`config.mk`:
```
export PLATFORM = sky130hd
export DESIGN_NAME = fetch_seq
export DESIGN_NICKNAME = d
export VERILOG_FILES = /design/src/rtl/fetch_seq_pkg.sv /design/src/rtl/fetch_seq_pc_next.sv /design/src/rtl/fetch_seq.sv
export SDC_FILE = /design/constraint.sdc
export NUM_CORES = 1
export LEC_CHECK = 0
export ABC_AREA = 1
export ABC_CLOCK_PERIOD_IN_PS = 1300
export BUFFER_PORTS_ARGS = -buffer_cell sky130_fd_sc_hd__buf_2
export CORE_MARGIN = 4
export CORE_UTILIZATION = 46
export DETAILED_ROUTE_END_ITERATION = 16
export HOLD_SLACK_MARGIN = 0.08
export PLACE_DENSITY_LB_ADDON = 0.08
export RECOVER_POWER = 25
export SLEW_MARGIN = 20
export SYNTH_ARGS = -nofsm -noshare
export SYNTH_HDL_FRONTEND = slang
export SYNTH_HIERARCHICAL = 1
export SYNTH_SLANG_ARGS = --single-unit
```
`constraint.sdc`:
```
create_clock -name clk -period 1.3 [get_ports clk]
set_input_delay 0.26 -clock clk [delete_from_list [all_inputs] [get_ports clk]]
set_output_delay 0.26 -clock clk [all_outputs]
set_load 0.05 [all_outputs]
```
`src/rtl/fetch_seq_pkg.sv`:
```
// Shared definitions for the fetch sequencer and the control unit that decodes op.
// The pc-select codes here must match the control unit's `pc` output encoding.
// The STALL state exists only when FETCH_SEQ_STEP_EN is defined.
package fetch_seq_pkg;

  // Next-PC select codes driven by the control unit.
  localparam logic [2:0] cu_pc_inc  = 3'b000;
  localparam logic [2:0] cu_pc_jmp  = 3'b001;
  localparam logic [2:0] cu_pc_hold = 3'b010;

`ifdef FETCH_SEQ_STEP_EN
  typedef enum logic [2:0] {
    st_fetch = 3'd0,
    st_wait  = 3'd1,
    st_exec  = 3'd2,
    st_halt  = 3'd3,
    st_stall = 3'd4
  } state_t;
`else
  typedef enum logic [2:0] {
    st_fetch = 3'd0,
    st_wait  = 3'd1,
    st_exec  = 3'd2,
    st_halt  = 3'd3
  } state_t;
`endif

  // True when the select code stops the sequencer.
  function automatic logic is_hold(input logic [2:0] sel);
    return sel == cu_pc_hold;
  endfunction

endpackage

```
`src/rtl/fetch_seq_pc_next.sv`:
```
// Next-PC calculation: increment with natural wrap, jump to the op address
// field, or hold. Unknown select codes fall back to increment.
module fetch_seq_pc_next
  import fetch_seq_pkg::*;
#(
  parameter int AW = 5
) (
  input  logic [AW-1:0] pc,
  input  logic [2:0]    pc_sel,
  input  logic [AW-1:0] jmp_addr,
  output logic [AW-1:0] pc_nxt,
  output logic          hold
);

  // Select next PC; the AW-bit add wraps the top address back to 0.
  always_comb begin
    pc_nxt = pc + AW'(1);
    hold   = is_hold(pc_sel);
    if (pc_sel == cu_pc_jmp) begin
      pc_nxt = jmp_addr;
    end else if (hold) begin
      pc_nxt = pc;
    end
  end

endmodule

```
`src/rtl/fetch_seq.sv`:
```
// Instruction fetch/sequencer for the 8-bit accumulator CPU.
// Sequence per instruction: FETCH (request) -> WAIT (capture) -> EXEC (op_valid).
// Macro FETCH_SEQ_STEP_EN adds a `step` input and a STALL state after each EXEC.
//
// Memory handshake: imem_req is a single-cycle strobe with imem_addr valid in
// the same cycle; the response is accepted only while in WAIT on the first
// cycle imem_valid=1. imem_valid in any other state is discarded.
module fetch_seq
  import fetch_seq_pkg::*;
#(
  parameter int AW       = 5,
  parameter int DW       = 8,
  parameter int RESET_PC = 0
) (
  input  logic          clk,
  input  logic          rst,
  output logic          imem_req,
  output logic [AW-1:0] imem_addr,
  input  logic [DW-1:0] imem_rdata,
  input  logic          imem_valid,
  output logic [DW-1:0] op,
  output logic          op_valid,
  input  logic [2:0]    pc_sel,
`ifdef FETCH_SEQ_STEP_EN
  input  logic          step,
`endif
  output logic [AW-1:0] pc_out,
  output logic          halted,
  output state_t        state_dbg
);

  state_t        state;
  state_t        state_nxt;
  logic [AW-1:0] pc;
  logic [AW-1:0] pc_nxt;
  logic          pc_hold;
  logic          capture;
  logic          pc_load;

  fetch_seq_pc_next #(.AW(AW)) u_pc_next (
    .pc       (pc),
    .pc_sel   (pc_sel),
    .jmp_addr (op[AW-1:0]),
    .pc_nxt   (pc_nxt),
    .hold     (pc_hold)
  );

  // Next-state and register-load decisions.
  always_comb begin
    state_nxt = state;
    capture   = 1'b0;
    pc_load   = 1'b0;
    case (state)
      st_fetch: state_nxt = st_wait;
      st_wait: begin
        if (imem_valid) begin
          capture   = 1'b1;
          state_nxt = st_exec;
        end
      end
      st_exec: begin
        if (pc_hold) begin
          state_nxt = st_halt;
        end else begin
          pc_load = 1'b1;
`ifdef FETCH_SEQ_STEP_EN
          state_nxt = st_stall;
`else
          state_nxt = st_fetch;
`endif
        end
      end
      st_halt: state_nxt = st_halt;
`ifdef FETCH_SEQ_STEP_EN
      st_stall: begin
        if (step) begin
          state_nxt = st_fetch;
        end
      end
`endif
      default: state_nxt = st_fetch;
    endcase
  end

  // State, PC and instruction register; reset is the only way out of HALT.
  always_ff @(posedge clk) begin
    if (rst) begin
      state <= st_fetch;
      pc    <= AW'(RESET_PC);
      op    <= '0;
    end else begin
      state <= state_nxt;
      if (capture) begin
        op <= imem_rdata;
      end
      if (pc_load) begin
        pc <= pc_nxt;
      end
    end
  end

  // Strobes are forced low while reset is asserted.
  always_comb begin
    imem_req  = !rst && (state == st_fetch);
    imem_addr = imem_req ? pc : '0;
    op_valid  = !rst && (state == st_exec);
    halted    = !rst && (state == st_halt);
    pc_out    = pc;
    state_dbg = state;
  end

endmodule

```
==> impl_metrics.toml <==
[global_routing]
grtUsageMet3_pct = 2.01
met2_usage_pct = 32.2
grt_max_degree = 18
globalRouteOverflowTotal = 0
antenna_found_initial = 0
grt_pass1_vias = 905
use_met1_pct = 22.8
grt_pass1_wl_mm = 3.82
grt.busiest_layer = "met2"
gr-usage-all-layers_pct = 18.3

[synthesis]
synth_edf_count = 0
synth_area_per_cell_um2 = 6.14
synth-simple-area-share_pct = 46.2
synthXorXnorAreaFrac_pct = 0
ys_warn_count = 6
synth_cells = 146
syn-cell-area_um2 = 896
ys_ff_latch = 15
synthArstFlopShare_pct = 0
synthAdderAreaFrac_pct = 1.40
netlist_top_cells_area = "dfxtp_1 34%, nand2_1 17%, nor2_1 14%, inv_1 9.6%, nand3_1 4.5%"
ys.flop_type = "dfxtp_1"
yosysMostFrequentCell = "nand2_1"
synth_common_cells = "41 x nand2_1, 33 x nor2_1, 23 x inv_1"
yosysUniqueCellTypes = 20
seq_area_frac_synth_pct = 33.5
synthMuxAreaShare_pct = 0
synthDominantCellAreaShare_pct = 33.5
synth_top_family_by_area = "simple AND/OR/NAND/NOR gates"
synth_compound_area_share_pct = 2.93
yosys.area.top_type = "dfxtp_1"
synth_fp_nets = 161

[route]
viasPerCell = 4.47
vias = 971
ant_nets = 0
wl_per_cell_um = 10.2
wl_mm = 2.22
drc = 0
drtIter0Drc = 17
dr.pass1.iters = 4

[critical_path]
required_ns = 1.04
critPathLaunchType = "flop"
cp_slowest_cell = "dfxtp_4"
worstSetupEndpointType = "output pin"
crit_arrival_ns = 1.18
worstPathCellList = "inv_4 > nand3_4 > nor2_4 > buf_8"
crit_type = "reg -> out"
crit_fanout = 6
cp_slowest_stage_delay_ns = 0.36

[outcome]
violations = "negative setup slack"
status = "finished with violations"

[layout]
nFillCells = 139
antenna_cells = 0
layout.cells.non_filler = 217
seq_area_um2 = 314
design_area_um2 = 1350
drive_above_1_share_pct = 40.1
syn_to_final_growth_pct = 50.4
fin_nets = 208
multi_input_area_um2 = 529

[clock_tree]
clock-sinks = 15
clk_latency_ns = 0.27
cts_buffer_depth = 2
clkTransAtPathRegs_ns = 0.09
cts_tree = "done"
cts_buffers = 3
root_buffer = "clkbuf_4"
cts_max_level = 1
hold_buffers = 0

[floorplan]
ios = 38
die_w_um = 52.1
start_util_pct = 50.2
coreArea_um2 = 1780
core.rowCount = 15
die_y_um = 52.1
dieArea_um2 = 2720

[timing]
fin_crit_ns = 1.44
rsz0062_at_grt = "yes"
finalSetupViolations = 8
drv_slew = 0
fmax_mhz = 695
worst_slack_ns = -0.139
clock-skew-final_ns = 0.00454
post-route-period-util_pct = 111
hold_viol_final = 0

[placement]
gp_congestion = 0.808
dpl.hpwl_mm = 1.58
postPlaceCellArea_um2 = 1230
numPortBuffers = 36
dp.cells = 210

[worst_hold_path]
hp-class = "in -> reg"

[pwr]
powerDensity_nw_per_um2 = 934
peakVddDrop_v = 0.000775
leakagePower_nw = 0.749
total_power_w = 0.00126

[job]
maxCapViolations = 0
[final cells by class]
class | instances | area share, %
multi-input cells | 99 | 39.3
repair buffers | 46 | 24.5
well taps | 25 | 2.32
inverters | 28 | 8.64
clock buffers | 4 | 1.95
flip-flops and latches | 15 | 23.3
[what timing repair did]
item | in CTS | in global routing
setup endpoints to repair | 9 | 9
pin swaps | 3 | 4
buffers inserted | 2 | 1
resized for setup | 19 | 4
[logic make-up (layout without fill, tap and decap cells)]
family,count (synthesis),count (layout)
and+or+nand+nor,94,94
other,1,1
adders and majority gates,1,1
AOI/OAI and AO/OA,3,3
buffers and inverters,32,78
DFF,15,15
[flip-flops by register name (all words and copies together) (netlist names)]
name       flops
op             8
state_dbg      2
pc_out         5
[placed cells by master, fill, tap and decap left out, drive strengths merged]
master    count
a21oi         1
a31oi         1
and3          1
buf          45
clkbuf        5
clkinv        1
clkinvlp      1
conb          1
dfxtp        15
ha            1
inv          26
nand2        43
nand3        11
nand4         2
nor2         33
nor3          4
o21ai         1
[critical path, delay by kind of cell (launching register included)]
family,cells,cell delay (ns)
buf+inv,2,0.21
flops,1,0.36
simple gates,2,0.34
[per-stage QoR]
| stage | utilization [%] | hold slack [ns] | setup TNS (ns) | setup slack [ns] |
|---|---|---|---|---|
| 2_1_floorplan | - | 0.329 | 0 | 0.00458 |
| 3_3_place_gp | 69.1 | 0.481 | -0.00827 | -0.00827 |
| 3_5_place_dp | 69.1 | 0.487 | -0.0335 | -0.0199 |
| 4_1_cts | 74.7 | 0.192 | -1.07 | -0.174 |
| 5_1_grt | 75.6 | 0.205 | -1.50 | -0.216 |
| 6_report | 75.6 | 0.202 | -0.995 | -0.139 |
[worst paths after layout]
| check | from | end | slack [ns] | cells past startpoint |
|---|---|---|---|---|
| worst min register to register | op[6] | op[6] | 0.52 | 4 |
| worst max register to register | state_dbg[1] | op[1] | 0.17 | 7 |
| worst max-delay path | state_dbg[0] | imem_addr[3] | -0.14 | 4 |
| worst min-delay path | imem_rdata[7] | op[7] | 0.20 | 3 |
[power by group]
part / internal, W / switching [W]
Sequential: 0.000496 / 0.0000326
Combinational: 0.000151 / 0.000325
Clock: 0.000119 / 0.000135
[per-layer routing]
metal / routed length [um] / part of all wire, %
met1: 1040 / 47
met2: 1040 / 47
met3: 106 / 4.8
met4: 30 / 1.4
met5: 0 / 0
Note: power is estimated with default switching activity, not from simulation.
